--- src/rtl/barreira_led_multicanal.sv ---
// ---------------------------------------------------------------------------
// barreira_led_multicanal
//
// Multi-channel light-barrier LED driver. Each raw sensor line is brought into
// the clock domain with a two-flop synchroniser and then debounced. The
// debounced state drives one LED per channel in a run-time selectable mode.
// The block also emits per-channel rising-edge pulses and a saturating global
// count of accepted detections.
//
// Ports
//   clk           system clock, everything on the rising edge
//   rst           synchronous, active-high reset
//   objeto_perto  [N_CANAIS]  raw asynchronous sensor lines, 1 = object near
//   modo          [2]         LED mode for all channels:
//                             00 direct, 01 blink, 10 latched alarm, 11 inverted
//   limpar        one-cycle pulse, clears the alarm latches and the counter
//   led           [N_CANAIS]  registered LED drive
//   detectado     [N_CANAIS]  registered debounced channel state
//   evento        [N_CANAIS]  one-cycle pulse on a debounced 0->1 transition
//   contagem      [CONT_W]    saturating count of accepted 0->1 transitions
//
// Every registered output is derived from the *next* value of the debounced
// state, the latches and the blink phase. As a result led, evento and contagem
// change on the same edge as detectado, with no extra pipeline stage.
// ---------------------------------------------------------------------------
module barreira_led_multicanal #(
  parameter int N_CANAIS        = 4,
  parameter int DEBOUNCE_CICLOS = 4,
  parameter int PISCA_CICLOS    = 3,
  parameter int CONT_W          = 4
) (
  input  logic                clk,
  input  logic                rst,
  input  logic [N_CANAIS-1:0] objeto_perto,
  input  logic [1:0]          modo,
  input  logic                limpar,
  output logic [N_CANAIS-1:0] led,
  output logic [N_CANAIS-1:0] detectado,
  output logic [N_CANAIS-1:0] evento,
  output logic [CONT_W-1:0]   contagem
);

  // Debounce counter only needs to reach DEBOUNCE_CICLOS-1.
  localparam int DB_W = (DEBOUNCE_CICLOS > 1) ? $clog2(DEBOUNCE_CICLOS) : 1;
  localparam logic [DB_W-1:0] DB_MAX = DB_W'(DEBOUNCE_CICLOS - 1);

  // Blink prescaler counts 0..PISCA_CICLOS-1.
  localparam int PS_W = (PISCA_CICLOS > 1) ? $clog2(PISCA_CICLOS) : 1;
  localparam logic [PS_W-1:0] PS_MAX = PS_W'(PISCA_CICLOS - 1);

  // Popcount of evento and the widened sum used for saturation.
  localparam int POP_W = $clog2(N_CANAIS + 1);
  localparam int SUM_W = ((CONT_W > POP_W) ? CONT_W : POP_W) + 1;
  localparam logic [CONT_W-1:0] CONT_MAX = {CONT_W{1'b1}};

  localparam logic [1:0] MODO_DIRETO   = 2'b00;
  localparam logic [1:0] MODO_PISCA    = 2'b01;
  localparam logic [1:0] MODO_TRAVADO  = 2'b10;
  localparam logic [1:0] MODO_INVERTIDO = 2'b11;

  // Shared state across channels
  logic [N_CANAIS-1:0] det_q, det_d;
  logic [N_CANAIS-1:0] latch_q, latch_d;
  logic [N_CANAIS-1:0] evento_q, evento_d;
  logic [N_CANAIS-1:0] led_q, led_d;
  logic [CONT_W-1:0]   contagem_q, contagem_d;
  logic [PS_W-1:0]     presc_q, presc_d;
  logic                phase_q, phase_d;

  // -------------------------------------------------------------------------
  // Blink generator: free-running and independent of all inputs.
  // -------------------------------------------------------------------------
  always_comb begin
    presc_d = presc_q + 1'b1;
    phase_d = phase_q;
    if (presc_q == PS_MAX) begin
      presc_d = '0;
      phase_d = ~phase_q;
    end
  end

  // -------------------------------------------------------------------------
  // Per-channel synchroniser, debounce, latch and LED mode select.
  // -------------------------------------------------------------------------
  genvar gi;
  generate
    for (gi = 0; gi < N_CANAIS; gi++) begin : g_canal
      logic            s1_q, s2_q;
      logic [DB_W-1:0] cnt_q, cnt_d;
      logic            det_nx;
      logic            led_nx;

      // The counter only survives while s2 keeps disagreeing with the accepted
      // state. Any agreeing sample restarts it, so short glitches vanish.
      always_comb begin
        cnt_d  = '0;
        det_nx = det_q[gi];
        if (s2_q != det_q[gi]) begin
          if (cnt_q == DB_MAX) begin
            det_nx = ~det_q[gi];
          end else begin
            cnt_d = cnt_q + 1'b1;
          end
        end
      end

      always_ff @(posedge clk) begin
        if (rst) begin
          s1_q  <= 1'b0;
          s2_q  <= 1'b0;
          cnt_q <= '0;
        end else begin
          s1_q  <= objeto_perto[gi];
          s2_q  <= s1_q;
          cnt_q <= cnt_d;
        end
      end

      assign det_d[gi]    = det_nx;
      assign evento_d[gi] = det_nx & ~det_q[gi];
      // A new event wins over a simultaneous clear.
      assign latch_d[gi]  = evento_d[gi] | (latch_q[gi] & ~limpar);

      always_comb begin
        led_nx = 1'b0;
        case (modo)
          MODO_DIRETO:    led_nx = det_nx;
          MODO_PISCA:     led_nx = det_nx & phase_d;
          MODO_TRAVADO:   led_nx = latch_d[gi];
          MODO_INVERTIDO: led_nx = ~det_nx;
          default:        led_nx = 1'b0;
        endcase
      end

      assign led_d[gi] = led_nx;
    end
  endgenerate

  // -------------------------------------------------------------------------
  // Saturating detection counter. A clear reloads with this cycle's events,
  // so no detection is lost in the cycle the counter is cleared.
  // -------------------------------------------------------------------------
  logic [POP_W-1:0] pop_cnt;
  logic [SUM_W-1:0] soma;

  always_comb begin
    pop_cnt = '0;
    for (int i = 0; i < N_CANAIS; i++) begin
      pop_cnt = pop_cnt + POP_W'(evento_d[i]);
    end
    if (limpar) begin
      soma = SUM_W'(pop_cnt);
    end else begin
      soma = SUM_W'(contagem_q) + SUM_W'(pop_cnt);
    end
    if (soma > SUM_W'(CONT_MAX)) begin
      contagem_d = CONT_MAX;
    end else begin
      contagem_d = soma[CONT_W-1:0];
    end
  end

  // -------------------------------------------------------------------------
  // Shared registers
  // -------------------------------------------------------------------------
  always_ff @(posedge clk) begin
    if (rst) begin
      det_q      <= '0;
      latch_q    <= '0;
      evento_q   <= '0;
      led_q      <= '0;
      contagem_q <= '0;
      presc_q    <= '0;
      phase_q    <= 1'b0;
    end else begin
      det_q      <= det_d;
      latch_q    <= latch_d;
      evento_q   <= evento_d;
      led_q      <= led_d;
      contagem_q <= contagem_d;
      presc_q    <= presc_d;
      phase_q    <= phase_d;
    end
  end

  assign led       = led_q;
  assign detectado = det_q;
  assign evento    = evento_q;
  assign contagem  = contagem_q;

endmodule

--- config.mk ---
export PLATFORM = sky130hd
export DESIGN_NAME = barreira_led_multicanal
export DESIGN_NICKNAME = d
export VERILOG_FILES = /design/src/rtl/barreira_led_multicanal.sv
export SDC_FILE = /design/constraint.sdc
export NUM_CORES = 1
export LEC_CHECK = 0
export BUFFER_PORTS_ARGS = -buffer_cell sky130_fd_sc_hd__buf_4
export CAP_MARGIN = 20
export CORE_MARGIN = 2
export CORE_UTILIZATION = 59
export DETAILED_ROUTE_END_ITERATION = 10
export GPL_TIMING_DRIVEN = 1
export PLACE_DENSITY = 0.84
export SLEW_MARGIN = 20
export SYNTH_ARGS = -nofsm -noshare
export SYNTH_HDL_FRONTEND = slang
export SYNTH_SLANG_ARGS = --single-unit
export TNS_END_PERCENT = 30
--- constraint.sdc ---
create_clock -name clk -period 5.9 [get_ports clk]
set_input_delay 0.295 -clock clk [delete_from_list [all_inputs] [get_ports clk]]
set_output_delay 0.295 -clock clk [all_outputs]
set_load 0.02 [all_outputs]
==> impl_results.md <==
* Crit path kind: flip-flop to flip-flop
* Setup violations, final at 0
* Yosys top cell area share at a little under half
* Leakage at 0.847 nW
* Number of synthesized flops with an enable pin at 0
* Diode count at 0
* GRT Overall Usage at 21.4%
* Setup WS pre-CTS at 2.89 ns
* Count leader, synth: dfxtp_1
* Hold_ws at 0.160 ns
* CP startpoint kind: flip-flop
* Final Critical Period at approximately 3.0 ns
* I/O pin count at 25
* DR pass1 iterations at 4
* Clk slew on worst S/H paths at 0.11 ns
* Pwr dens at 247 mW/mm^2
* Top cells by count, synth: dfxtp_1 (39), nor2_1 (18), nor2b_1 (15), ha_1 (11), inv_1 (8)
* Remaining DRCs at 0
* CP delay by family, top: adder cells
* Hold_buf cts at 0
* Ys async rst share at 0%
* Vias/cell at 5.53
* Worst Slack Setup Final at 2.86 ns
* Worst-margin pin slew at 0.317 ns
* Routability congestion estimate at 0.784
* Crit path DAT at around 3.3 ns
* Final Cell Area at 0.00188 sq mm
* Deepest clock path buffer count at 2
* Hpwl dp at about 2.2 mm
* Most common flop cell mapped by yosys: dfxtp_1
* Status: finished, final reports clean
* Buf+Inv Stages, Crit Path at 0
* Number of global-route vias before repair at 1164
* CTS Sinks at 39
* Synth Area in Adders at 9.65%
* Clock latency on the worst-skew pair at approximately 0.34 ns
* Most frequent CP cell: ha_1
* Yosys cell types at 35
* Setup_tns at 0 ns
* Grt total ovfl at 0
* Slowest stage cell, crit path: fa_1
* FMAX at 0.329 GHz
* Port bufs at 24
* Die Span Y at between 50 and 60 um
* Final period utilization at 51.5%
* Drt wl/cell at 14.0 um
* Initial core utilization at about three fifths
* First-pass GRT wire length at between 5 and 6 mm
* RSZ-0062 raised after global routing: no
* Via Count at 1178
* Initial antenna violation count at 0
* Post-synthesis compound-gate area fraction at 12.9%
* Routed wire length at 2.98 mm
* Post-synthesis sequential area ratio at 47.8%
* Largest family of logic cells by synthesized area: simple AND/OR/NAND/NOR gates
* H-Tree Depth at 2
* Post-DRT Antenna Nets at 0
* Synth area leaders: dfxtp_1 (48%), ha_1 (8.4%), nor2b_1 (5.7%), nor2_1 (4.1%), xnor2_1 (3.2%)
* Ratio of cells with drive above 1 in the final layout at approximately a fifth
* Postcts setup bufs at 0
* CP required at between 6 and 7 ns
* Worst setup path start: g_canal[0].cnt_q[0]
* Area delta synth->final at 14.9%
* Post-synthesis cell count at about 160
* Synth Area in XOR/XNOR at 3.75%
* Fin nets at just over 200
* Mapped Area at 0.00163 sq mm
* Post-synthesis mux area share at 2.45%
* Total power at 463 uW
* Simple-Gate Fraction of Synth Area at between 10% and 20%
* Core area at 0.00269 sq mm
* Slew Viols, Final at 0
* Worst Hold Launch: objeto_perto[0]
* Reg2reg start: g_canal[0].cnt_q[0]
* CTS tree: done
* CP peak stage delay at 0.44 ns
* CP cell instances: ha_1, and3b_1, xor2_1, ha_1, ha_1, ha_1, fa_1, nor3b_1, nand3_1, nor4b_1
* DP Area at 0.00181 sq mm
* Die X at 56.6 um
* Crit. End Element: flip-flop
* Largest area contributor in the netlist: dfxtp_1
* Final hold violations at 0
* Die area at between 0.003 and 0.004 sq mm
* Skew final at 0.00732 ns
* Largest net degree at the start of global routing at 37
* Synth warnings at 0
* Syn_nets at around 180
* Iter 0 DRT Violations at 24
* Cell Rows at 19
* VDD IR max at 0.208 mV
* Syn_area_per_cell at 10.3 sq um
* TritonCTS Buffers at 5
* HP Class: input pin to flip-flop
* CTS Root Cell: clkbuf_4
* Max cap viols at 0
* Slew margin rel. at around 78%
* Worst Path Max Fanout at 7
* Seq cells post-synth at 39
* # resized after CTS at 0
[where the power goes]
group / total [mW] / internal, mW / switching, mW
registers: 0.277 / 0.272 / 0.00420
logic: 0.0356 / 0.0170 / 0.0186
clock network: 0.151 / 0.0701 / 0.0807
[routing by layer]
metal	up-vias	routed length (um)	global-route usage (%)
li1	594	-	-
met1	558	1210	23.2
met2	21	1560	36.2
met3	5	130	7.37
met4	0	74	11.9
met5	-	0	0
[kinds of logic after synthesis]
group | count (synthesis)
xor+xnor | 7
flops | 39
buf+inv | 16
mux | 4
fa+ha+maj | 12
simple gates | 55
compound gates | 25
[through the flow]
step | util (%) | cells
floorplan | - | 158
global placement | 67.3 | 205
detailed placement | 67.3 | 205
CTS | 69.9 | 213
global route | 69.9 | 213
finish | 69.9 | 213
[layout by cell type (no fill, tap or decap), types with 2 or more instances in the layout]
cell,Yosys,routed
buf_4,0,24
o32ai_1,4,4
a211oi_1,6,6
nor2b_1,15,15
a21o_1,3,3
clkbuf_8,0,2
or3_1,4,4
xnor2_1,6,6
clkbuf_4,0,5
dfxtp_1,39,39
a211o_1,2,2
nand3_1,2,2
nor3_1,3,3
mux2i_1,4,4
nor2_1,18,18
and3b_1,3,3
ha_1,11,11
nand2b_1,2,2
a21oi_1,4,4
nand3b_1,2,2
inv_1,8,8
[layout make-up]
cell class | instances | area, sq um
Tap cell | 31 | 38.8
Multi-Input combinational cell | 103 | 779
Timing Repair Buffer | 24 | 180
Fill cell | 209 | 808
Inverter | 8 | 30.0
Sequential cell | 39 | 781
Clock buffer | 8 | 68.8
[worst paths after layout]
path | endpoint | slack, ns | cells after the start
worst max-delay path | contagem[3] | 2.86 | 10
worst min-delay path | g_canal[0].s1_q | 0.16 | 2
worst max register to register | contagem[3] | 2.86 | 10
worst min register to register | presc_q[0] | 0.43 | 1
[flip-flops by register name, indices dropped and copies added (netlist names), 4 cells and up]
signal         cells
detectado          4
latch_q            4
contagem           4
led                4
g_canal.s1_q       4
g_canal.cnt_q      8
g_canal.s2_q       4
evento             4
Note: power is estimated with default switching activity, not from simulation.
